### src/rtl/cfg_sel_loader.sv
// cfg_sel_loader: serial config loader that commits checked select fields to the mux fabric atomically
// Ports:
//   clk, rst_n            clock, asynchronous active-low reset
//   cfg_start             pulse that begins or restarts a load (ignored in CHECK)
//   cfg_valid, cfg_bit    serial frame, MSB-first, TOTAL data bits then one even-parity bit
//   cfg_ready             high in LOAD only
//   sel_out               active selects, mux i at [i*SEL_WIDTH +: SEL_WIDTH]
//   cfg_busy              high in LOAD or CHECK
//   cfg_done              one-cycle pulse on a successful commit
//   cfg_err               sticky parity/range error of the last load
module cfg_sel_loader #(
    parameter int NUM_MUX   = 8,
    parameter int SEL_WIDTH = 4,
    parameter int MAX_SEL   = 9
) (
    input  logic                         clk,
    input  logic                         rst_n,
    input  logic                         cfg_start,
    input  logic                         cfg_valid,
    input  logic                         cfg_bit,
    output logic                         cfg_ready,
    output logic [NUM_MUX*SEL_WIDTH-1:0] sel_out,
    output logic                         cfg_busy,
    output logic                         cfg_done,
    output logic                         cfg_err
);
    localparam int TOTAL = NUM_MUX * SEL_WIDTH;
    localparam int CW = $clog2(TOTAL + 1);
    localparam logic [CW-1:0] LAST = CW'(TOTAL);
    localparam logic [SEL_WIDTH-1:0] MAX_F = SEL_WIDTH'(MAX_SEL);

    typedef enum logic [1:0] {IDLE, LOAD, CHECK} state_t;

    state_t           state, next;
    logic [CW-1:0]    cnt;
    logic [TOTAL-1:0] shadow;
    logic             par, ok_par, ok_rng, take;

    // a start pulse in LOAD wins over a coincident bit, so the restarted frame begins cleanly
    assign take      = state == LOAD && cfg_valid && !cfg_start;
    assign cfg_ready = state == LOAD;
    assign cfg_busy  = state != IDLE;
    assign ok_par    = ~^{shadow, par};

    always_comb begin
        ok_rng = 1'b1;
        for (int i = 0; i < NUM_MUX; i++)
            if (shadow[i*SEL_WIDTH +: SEL_WIDTH] > MAX_F) ok_rng = 1'b0;
    end

    always_comb begin
        next = state == IDLE ? (cfg_start ? LOAD : IDLE) :
               state == LOAD ? ((take && cnt == LAST) ? CHECK : LOAD) : IDLE;
    end

    always_ff @(posedge clk or negedge rst_n) begin
        if (!rst_n) state <= IDLE;
        else        state <= next;
    end

    always_ff @(posedge clk or negedge rst_n) begin
        if (!rst_n) begin
            cnt      <= '0;
            shadow   <= '0;
            par      <= 1'b0;
            sel_out  <= '0;
            cfg_done <= 1'b0;
            cfg_err  <= 1'b0;
        end else begin
            cfg_done <= 1'b0;
            if (cfg_start && state != CHECK) begin
                cnt     <= '0;
                cfg_err <= 1'b0;
            end else if (take) begin
                if (cnt == LAST) par <= cfg_bit;
                else begin
                    shadow <= {shadow[TOTAL-2:0], cfg_bit};
                    cnt    <= cnt + 1'b1;
                end
            end else if (state == CHECK) begin
                if (ok_par && ok_rng) begin
                    sel_out  <= shadow;
                    cfg_done <= 1'b1;
                end else cfg_err <= 1'b1;
            end
        end
    end
endmodule
### config.mk
export PLATFORM = sky130hd
export DESIGN_NAME = cfg_sel_loader
export DESIGN_NICKNAME = d
export VERILOG_FILES = /design/src/rtl/cfg_sel_loader.sv
export SDC_FILE = /design/constraint.sdc
export NUM_CORES = 1
export LEC_CHECK = 0
export BUFFER_PORTS_ARGS = -buffer_cell sky130_fd_sc_hd__buf_4
export CAP_MARGIN = 20
export CORE_AREA = 4 4 74 103
export DETAILED_ROUTE_END_ITERATION = 16
export DIE_AREA = 0 0 78 107
export PLACE_DENSITY = 0.78
export SLEW_MARGIN = 20
export SYNTH_ARGS = -nofsm -noshare
export SYNTH_HDL_FRONTEND = slang
export SYNTH_SLANG_ARGS = --single-unit
export TNS_END_PERCENT = 20
### constraint.sdc
create_clock -name clk -period 3.93 [get_ports clk]
set_clock_uncertainty 0.15 [all_clocks]
set_input_delay 0.786 -clock clk [delete_from_list [all_inputs] [get_ports clk]]
set_output_delay 0.786 -clock clk [all_outputs]
set_load 0.05 [all_outputs]
==> impl_metrics.env, run 1 <==
export IMPL_grtUsageTotal=0.144
export IMPL_start_kind="flip-flop"
export IMPL_dp_hpwl_mm=3.93
export IMPL_r2r_slack_ps=810
export IMPL_max_slew_margin=0.298
export IMPL_status="finished, final reports clean"
export IMPL_ctsHoldBuffers=0
export IMPL_min_path_type="reg -> reg"
export IMPL_cp_max_fo=18
export IMPL_drt_iter0_drc=106
export IMPL_wire_per_inst_um=14.7
export IMPL_fmax_mhz=321
export IMPL_use_met2=0.243
export IMPL_row_count=35
export IMPL_rsz0062_at_grt="false"
export IMPL_ios=41
export IMPL_cts_tree="yes"
export IMPL_numCtsBuffers=9
export IMPL_maxCapViolCount=0
export IMPL_diodes=0
export IMPL_fillers=541
export IMPL_multiInputGateArea_um2=1350
export IMPL_ctsResizeCount=0
export IMPL_die_w_um=78
export IMPL_min_from="sel_out[18]"
export IMPL_clock_sinks=75
export IMPL_power_total_mw=2.27
export IMPL_finalHoldViolations=0
export IMPL_p_per_area_nw_per_um2=592
export IMPL_crit_path_end_kind="flip-flop"
export IMPL_root_buffer="clkbuf_8"
export IMPL_syn_area_per_cell_um2=13.8
export IMPL_io_buffers=40
export IMPL_regArea_um2=1880
export IMPL_synth_seq_cells=75
export IMPL_cts_max_level=3
export IMPL_layout_min_cycle_time_ps=3120
export IMPL_syn_inst=239
export IMPL_cts_buffer_depth=2
export IMPL_grt_pass1_wl_mm=9.36
export IMPL_synth_area_um2=3290
export IMPL_peakVddDrop_v=0.000410
export IMPL_drt_wl_total_mm=5.55
export IMPL_crit_required_ps=4000
export IMPL_use_met3=0.0336
export IMPL_fin_tns_setup_ps=0
export IMPL_crit_type="reg -> reg"
export IMPL_dieHeight_um=107
export IMPL_gr_total_overflow=0
export IMPL_final_max_slew_viol_count=0
export IMPL_globalRoute_busiestLayer="met2"
export IMPL_drc=0
export IMPL_clk_pin_slew_ps=70
export IMPL_synth_distinct_cells=26
export IMPL_syn_nets=246
export IMPL_nets=291
export IMPL_postCtsSetupBuffers=0
export IMPL_crit_arrival_ps=3190
export IMPL_leakage_nw=1.89
export IMPL_vias_per_cell=5.03
export IMPL_initial_core_util=0.497
export IMPL_grt_pass1_vias=1982
export IMPL_yosys_warnings=0
export IMPL_worst_pin_slew_ps=1050
export IMPL_ant_nets=0
export IMPL_drive_gt1_frac=0.418
export IMPL_grt_max_degree=76
export IMPL_setup_viol_count_final=0
export IMPL_place_gp_congestion=0.745
export IMPL_area_growth_pct=16.9
export IMPL_ys_seq_area_frac=0.571
export IMPL_dr_pass1_iters=4
export IMPL_antenna_found_initial=0
export IMPL_regToRegStartpoint="shadow[30]"
export IMPL_vias=1898
export IMPL_clk_latency_ps=330
export IMPL_die_area_um2=8350
export IMPL_cp_startpoint="shadow[30]"
export IMPL_fin_crit_sh=0.794
export IMPL_grt_met1_usage=0.174
export IMPL_core_area_um2=6610
[cell families after synthesis]
kind of cell | count (synthesis) | synth area share
buffers and inverters | 13 | 0.0217
AND/OR/NAND/NOR | 31 | 0.0472
AO/OA/AOI/OAI | 17 | 0.0285
flip-flops | 75 | 0.571
adder cells (fa/ha/maj) | 2 | 0.00761
XOR/XNOR | 32 | 0.0875
multiplexers | 69 | 0.237
[synth_stat cells]
cell      count  area share
o31ai_1       1      0.0023
nand2b_1      4      0.0076
mux2i_2       1      0.0042
inv_1         5      0.0057
xnor2_2       1      0.0049
mux2i_1       1      0.0030
nor4b_1       1      0.0027
mux2_1        5       0.017
buf_6         3       0.010
ha_1          2      0.0076
mux2_2       62        0.21
dfrtp_1      75        0.57
or2_2         1      0.0019
nor2b_1       2      0.0038
xor2_1        4       0.011
a21oi_1       2      0.0030
nand3_1       7       0.011
a21bo_2       1      0.0030
o22ai_1       1      0.0019
clkbuf_1      5      0.0057
xnor2_1      27       0.072
nand2_1       8      0.0091
o21ai_0      12       0.018
nor2_1        6      0.0068
and4_1        1      0.0027
nand4_1       1      0.0019
[critical path: stages (launching register included)]
cell and delay, ps:
dfrtp_1 430, xor2_1 190, xnor2_1 220, xnor2_1 160
xnor2_1 130, xnor2_2 310, mux2i_4 690, buf_4 350
mux2_2 370
[metrics by stage]
stage	instances	utilization	area (µm²)	setup WS, ps	hold slack (ps)
2_1_floorplan	239	-	3290	1490	325
3_3_place_gp	365	0.558	3690	841	332
3_5_place_dp	365	0.558	3690	762	334
4_1_cts	377	0.581	3840	757	358
5_1_grt	377	0.581	3840	608	367
6_report	377	0.581	3840	811	350
[final timing paths]
kind	depth (start not counted)	to
max	8	sel_out[3]
min	1	sel_out[18]
max reg2reg	8	sel_out[3]
min reg2reg	1	sel_out[18]
max in group asynchronous	1	shadow[8]
min in group asynchronous	1	cnt[0]
[sequential cells by signal, summed over array words and instances (netlist names)]
register,flops
cfg_done,1
cfg_err,1
cnt,6
par,1
sel_out,32
shadow,32
state,2
[cell type report]
| class | count | area share |
|---|---|---|
| inverter | 5 | 0.00488 |
| sequential | 75 | 0.488 |
| tap | 92 | 0.0300 |
| timing repair buffer | 42 | 0.0853 |
| multi-input combinational | 151 | 0.351 |
| clock buffer | 12 | 0.0404 |
[routing by layer]
metal / routed length, µm / vias to the layer above
li1: - / 911
met1: 2430 / 951
met2: 2870 / 32
met3: 197 / 4
met4: 49 / 0
met5: 0 / -
[cell usage in the layout (no fill, tap or decap), drive strengths merged]
cell type / n
and4: 1
nand4: 1
inv: 5
nand2b: 4
a21bo: 1
nor4b: 1
mux2i: 2
nor2b: 2
o31ai: 1
nand3: 7
xor2: 4
buf: 42
mux2: 67
a21oi: 2
o21ai: 12
xnor2: 28
ha: 2
nand2: 8
o22ai: 1
or2: 1
clkbuf: 12
nor2: 6
dfrtp: 75
[power breakdown]
group / leakage [nW] / switching, mW / internal [mW]
Clock: 0.0803 / 0.243 / 0.250
Sequential: 1.02 / 0.0961 / 0.847
Combinational: 0.795 / 0.370 / 0.467
Total: 1.89 / 0.709 / 1.56
(Power assumes the default switching activity.)
==> run 2, diff against run 1 <==
--- a/config.mk
+++ b/config.mk
@@ -10,7 +10,7 @@
 export CORE_AREA = 4 4 74 103
 export DETAILED_ROUTE_END_ITERATION = 16
 export DIE_AREA = 0 0 78 107
-export PLACE_DENSITY = 0.78
+export PLACE_DENSITY = 0.81
 export SLEW_MARGIN = 20
 export SYNTH_ARGS = -nofsm -noshare
 export SYNTH_HDL_FRONTEND = slang
==> constraint.sdc (replaced) <==
create_clock -name clk -period 2.7 [get_ports clk]
set_clock_uncertainty 0.15 [all_clocks]
set_input_delay 0.54 -clock clk [delete_from_list [all_inputs] [get_ports clk]]
set_output_delay 0.54 -clock clk [all_outputs]
set_load 0.05 [all_outputs]
==> run 2 against run 1 <==
- sequential power rose by 45%
- critical endpoint is now sel_out[29]
- largest power group is now combinational logic
- wire length up 5.7%
- non-clock buffer count grew 3
- final cell count rose by 1.9%
- combinational power rose by 67%
- register-to-register slack got worse by 670 ps
- critical path depth unchanged
- setup slack got worse by 670 ps
- largest cell class unchanged
- fmax increased by 22%
- clock power up 110%
- sequential share of layout area shrank 1.7 points
==> impl_metrics.env, run 2 (synthesis results as in run 1) <==
export IMPL_leakage_nw=1.96
export IMPL_ctsHoldBuffers=0
export IMPL_drive_gt1_frac=0.435
export IMPL_vias_per_cell=5.03
export IMPL_place_gp_congestion=0.697
export IMPL_fmax_mhz=391
export IMPL_fin_tns_setup_ps=0
export IMPL_cp_startpoint="shadow[29]"
export IMPL_diodes=0
export IMPL_r2r_slack_ps=140
export IMPL_dieHeight_um=107
export IMPL_cts_tree="yes"
export IMPL_worst_pin_slew_ps=931
export IMPL_final_common_cell="dfrtp_1"
export IMPL_antenna_found_initial=0
export IMPL_vias=1931
export IMPL_initial_core_util=0.497
export IMPL_cts_buffer_depth=2
export IMPL_die_area_um2=8350
export IMPL_start_kind="flip-flop"
export IMPL_ios=41
export IMPL_root_buffer="clkbuf_8"
export IMPL_fin_crit_sh=0.948
export IMPL_cts_max_level=3
export IMPL_ant_nets=0
export IMPL_nets=294
export IMPL_drt_iter0_drc=82
export IMPL_peakVddDrop_v=0.000741
export IMPL_min_path_type="in -> async"
export IMPL_critical_path_endpoint="sel_out[29]"
export IMPL_row_count=35
export IMPL_dp_hpwl_mm=3.93
export IMPL_drt_wl_total_mm=5.87
export IMPL_wire_per_inst_um=15.3
export IMPL_numCtsBuffers=9
export IMPL_hold_ws_ps=177
export IMPL_grtUsageTotal=0.160
export IMPL_cp_max_fo=16
export IMPL_status="finished, final reports clean"
export IMPL_io_buffers=40
export IMPL_clk_latency_ps=340
export IMPL_grt_pass1_wl_mm=10.3
export IMPL_finalHoldViolations=0
export IMPL_mostFrequentLayoutCells="dfrtp_1, mux2_2, buf_4"
export IMPL_grt_pass1_vias=2092
export IMPL_maxCapViolCount=0
export IMPL_dr_pass1_iters=3
export IMPL_drc=0
export IMPL_crit_required_ps=2780
export IMPL_regToRegStartpoint="shadow[29]"
export IMPL_setup_viol_count_final=0
export IMPL_r2r_cells=8
export IMPL_largest_registers="sel_out: 32 flops, shadow: 32 flops, cnt: 6 flops"
export IMPL_gr_total_overflow=0
export IMPL_clk_pin_slew_ps=80
export IMPL_max_slew_margin=0.379
export IMPL_rr_endpoint="sel_out[29]"
export IMPL_core_area_um2=6610
export IMPL_crit_path_end_kind="flip-flop"
export IMPL_crit_arrival_ps=2640
export IMPL_final_max_slew_viol_count=0
export IMPL_p_per_area_nw_per_um2=956
export IMPL_grt_max_degree=76
export IMPL_layout_min_cycle_time_ps=2560
export IMPL_clock_sinks=75
export IMPL_power_total_mw=3.80
export IMPL_area_growth_pct=21.0
export IMPL_crit_type="reg -> reg"
export IMPL_rsz0062_at_grt="false"
export IMPL_die_w_um=78
-- run 2: worst min-delay path by stage --
stage | start | to | slack [ps] | cells after the start
after CTS | rst_n | sel_out[5] | 220 | 1
final | rst_n | shadow[2] | 180 | 1
after global routing | cfg_start | cnt[5] | 240 | 2
after global placement | sel_out[7] | sel_out[7] | 330 | 1
after floorplan | rst_n | cfg_done | 90 | 0
after detailed placement | sel_out[16] | sel_out[16] | 340 | 1
-- run 2: where the power goes --
group	internal [mW]	switching, mW
clock network	0.636	0.398
registers	1.23	0.136
logic	0.814	0.588
-- run 2: stage by stage --
stage | instance area [µm²] | util | setup WS (ps) | instances
final | 3980 | 0.602 | 140 | 384
after global routing | 3980 | 0.602 | 8.39 | 384
after CTS | 3970 | 0.601 | 44.2 | 383
after detailed placement | 3730 | 0.564 | 79.7 | 367
after global placement | 3730 | 0.564 | 119 | 367
after floorplan | 3290 | - | 262 | 239
-- run 2: final cells by class --
| class | instances | area (µm²) |
|---|---|---|
| timing repair buffer | 45 | 375 |
| sequential | 75 | 1880 |
| tap | 92 | 115 |
| fill | 509 | 2630 |
| inverter | 5 | 18.8 |
| clock inverter | 5 | 100 |
| multi-input combinational | 151 | 1350 |
| clock buffer | 11 | 141 |
-- run 2: timing repair --
item	in CTS	in global routing
gates resized for setup	0	0
endpoints found under the setup margin	0	31
buffers inserted	0	1
-- run 2: routing by layer --
layer  up-vias  routed length, µm  GRT usage
li1        920                  -          -
met1       971               2420      0.195
met2        30               3120      0.267
met3        10                206     0.0319
met4         0                129     0.0825
met5         -                  0          0
-- run 2: worst max-delay path, stage by stage, from the launching register on --
cell     delay [ps]
dfrtp_1         450
xor2_1          180
xnor2_1         220
xnor2_1         110
xnor2_1         260
xnor2_2         190
mux2i_4         340
buf_12          190
mux2_2          350
==> run 3, diff against run 2 <==
--- a/config.mk
+++ b/config.mk
@@ -5,12 +5,12 @@
 export SDC_FILE = /design/constraint.sdc
 export NUM_CORES = 1
 export LEC_CHECK = 0
+export ABC_AREA = 1
 export BUFFER_PORTS_ARGS = -buffer_cell sky130_fd_sc_hd__buf_4
-export CAP_MARGIN = 20
-export CORE_AREA = 4 4 74 103
+export CORE_AREA = 4 4 94 131
 export DETAILED_ROUTE_END_ITERATION = 16
-export DIE_AREA = 0 0 78 107
-export PLACE_DENSITY = 0.81
+export DIE_AREA = 0 0 98 135
+export PLACE_DENSITY = 0.62
 export SLEW_MARGIN = 20
 export SYNTH_ARGS = -nofsm -noshare
 export SYNTH_HDL_FRONTEND = slang
==> run 3 against run 2 <==
- global-route usage shrank 3.1 points
- power grew 9.2%
- die area rose by 59%
- largest cell class unchanged
- largest power group is now registers
==> impl_metrics.env, run 3 <==
export IMPL_status="finished, final reports clean"
export IMPL_crit_slowest_cell="dfrtp_1"
export IMPL_place_gp_congestion=0.772
export IMPL_worst_path_dominant_cell_family="simple AND/OR/NAND/NOR gates"
export IMPL_yosys_warnings=0
export IMPL_setup_viol_count_final=0
export IMPL_ys_async_sr_fraction=1.00
export IMPL_rsz0062_at_grt="false"
export IMPL_synth_area_um2=3810
export IMPL_core_area_um2=11200
export IMPL_min_path_type="in -> async"
export IMPL_cp_max_fo=31
export IMPL_utilization=0.407
export IMPL_ys_flop_type="dfrtp_1"
export IMPL_ctsResizeCount=0
export IMPL_syn_area_per_cell_um2=7.83
export IMPL_vias=3026
export IMPL_cp_startpoint="shadow[22]"
export IMPL_leakage_nw=2.49
export IMPL_drt_iter0_drc=182
export IMPL_start_kind="flip-flop"
export IMPL_drive_gt1_frac=0.145
export IMPL_dr_pass1_iters=4
export IMPL_synth_top_area_cell="dfrtp_1"
export IMPL_grt_max_degree=68
export IMPL_clk_latency_ps=330
export IMPL_ys_seq_area_frac=0.493
export IMPL_final_max_slew_viol_count=0
export IMPL_syn_inst=486
export IMPL_r2r_cells=15
export IMPL_syn_nets=493
export IMPL_synth_seq_cells=75
export IMPL_peakVddDrop_v=0.000411
export IMPL_fmax_mhz=425
export IMPL_dp_cells=653
export IMPL_wire_per_inst_um=11.5
export IMPL_area_growth_pct=19.9
export IMPL_cts_tree="yes"
export IMPL_ctsHoldBuffers=0
export IMPL_fin_crit_sh=0.872
export IMPL_dp_hpwl_mm=5.45
export IMPL_postCtsSetupBuffers=0
export IMPL_synth_most_common_cell="nand2_1"
export IMPL_synth_distinct_cells=31
export IMPL_crit_required_ps=2820
export IMPL_crit_type="reg -> reg"
export IMPL_synth_top_family_by_area="simple AND/OR/NAND/NOR gates"
export IMPL_io_buffers=40
export IMPL_ant_nets=0
export IMPL_grt_pass1_vias=3086
export IMPL_dieHeight_um=135
export IMPL_r2r_slack_ps=350
export IMPL_grtUsageTotal=0.129
export IMPL_fin_area_um2=4560
export IMPL_synth_mux_area_frac=0.00888
export IMPL_place_ws_ps=318
export IMPL_die_w_um=98
export IMPL_vias_per_cell=4.52
export IMPL_hold_ws_ps=4.14
export IMPL_finalHoldViolations=0
export IMPL_grt_pass1_wl_mm=14.0
export IMPL_rr_endpoint="sel_out[26]"
export IMPL_synthTopCellsByCount="nand2_1, dfrtp_1, inv_1"
export IMPL_max_slew_margin=0.691
export IMPL_fin_ws_ps=346
export IMPL_dpl_cell_area_um2=4230
export IMPL_worst_path_most_repeated_cell="nand2_1"
export IMPL_gr_total_overflow=0
export IMPL_synth_xor_area_frac=0.0414
export IMPL_p_per_area_nw_per_um2=910
export IMPL_worst_pin_slew_ps=464
export IMPL_synth_area_top_cells="dfrtp_1, nand2_1, nand3_1"
export IMPL_fin_tns_setup_ps=0
export IMPL_drt_wl_total_mm=7.68
export IMPL_path_cells="nor2_1, inv_1, nand2_1, nor2_1, nor2_1, nand2_1, nand2_1, nand2_1, nand2_2, nand2_2, nand3_4, nand2_4, nor2_8, nand3_1, nand2_1"
export IMPL_synth_edff_count=0
export IMPL_synth_compound_area_share=0.0641
export IMPL_initial_core_util=0.339
export IMPL_slowest_delay_ps=420
export IMPL_drc=0
export IMPL_cts_buffer_depth=2
export IMPL_final_common_cell="nand2_1"
export IMPL_nets=527
export IMPL_fillers=1118
export IMPL_crit_path_end_kind="flip-flop"
export IMPL_yosysTopAreaCellShare=0.493
export IMPL_ios=41
export IMPL_layoutNonFillerInstCount=669
export IMPL_clk_pin_slew_ps=60
export IMPL_synthAdderAreaFrac=0.00657
export IMPL_diodes=0
export IMPL_root_buffer="clkbuf_16"
export IMPL_maxCapViolCount=0
export IMPL_power_total_mw=4.15
export IMPL_die_area_um2=13200
export IMPL_critical_path_endpoint="sel_out[26]"
export IMPL_largest_registers="sel_out: 32 flops, shadow: 32 flops, cnt: 6 flops"
export IMPL_crit_buf_inv=1
export IMPL_row_count=46
export IMPL_numCtsBuffers=9
export IMPL_clock_sinks=75
export IMPL_antenna_found_initial=0
export IMPL_layout_min_cycle_time_ps=2350
export IMPL_crit_arrival_ps=2470
export IMPL_cts_max_level=3
export IMPL_mostFrequentLayoutCells="nand2_1, dfrtp_1, buf_4"
export IMPL_yosys_area_share_simple=0.311
export IMPL_regToRegStartpoint="shadow[22]"
export IMPL_cp_num_cells=15
run 3: worst min path at each step:
stage                      from  slack (ps)  cells past startpoint     endpoint
floorplan                 rst_n          90                      0     cfg_done
global placement    sel_out[31]         320                      2  sel_out[31]
detailed placement  sel_out[16]         320                      2  sel_out[16]
CTS                       rst_n          10                      1  sel_out[26]
global route              rst_n          40                      1  sel_out[26]
finish                    rst_n           4                      1  sel_out[26]
run 3: logic make-up (layout without fill, tap and decap cells):
kind of cell / count (synthesis) / after routing
xor gates and xnor gates: 18 / 18
buffers and inverters: 66 / 105
adders and majority gates: 2 / 2
AOI/OAI and AO/OA: 45 / 45
and+or+nand+nor: 277 / 277
muxes: 3 / 3
DFF: 75 / 75
run 3: cell type report:
| class | instances | area (µm²) | area share |
|---|---|---|---|
| clock inverter | 4 | 72.6 | 0.0159 |
| tap | 144 | 180 | 0.0395 |
| clock buffer | 12 | 256 | 0.0562 |
| sequential | 75 | 1880 | 0.411 |
| inverter | 44 | 168 | 0.0367 |
| multi-input combinational | 345 | 1650 | 0.361 |
| timing repair buffer | 45 | 363 | 0.0795 |
run 3: power breakdown:
part	leakage [nW]	switching [mW]	internal [mW]
Sequential	0.981	0.218	1.27
Combinational	1.35	0.873	0.487
Clock	0.159	0.445	0.858
run 3: metal layers:
metal / wire [µm] / GRT usage / vias to the layer above
li1: - / - / 1582
met1: 3320 / 0.149 / 1393
met2: 3910 / 0.225 / 38
met3: 268 / 0.0289 / 13
met4: 187 / 0.0624 / 0
met5: 0 / 0 / -
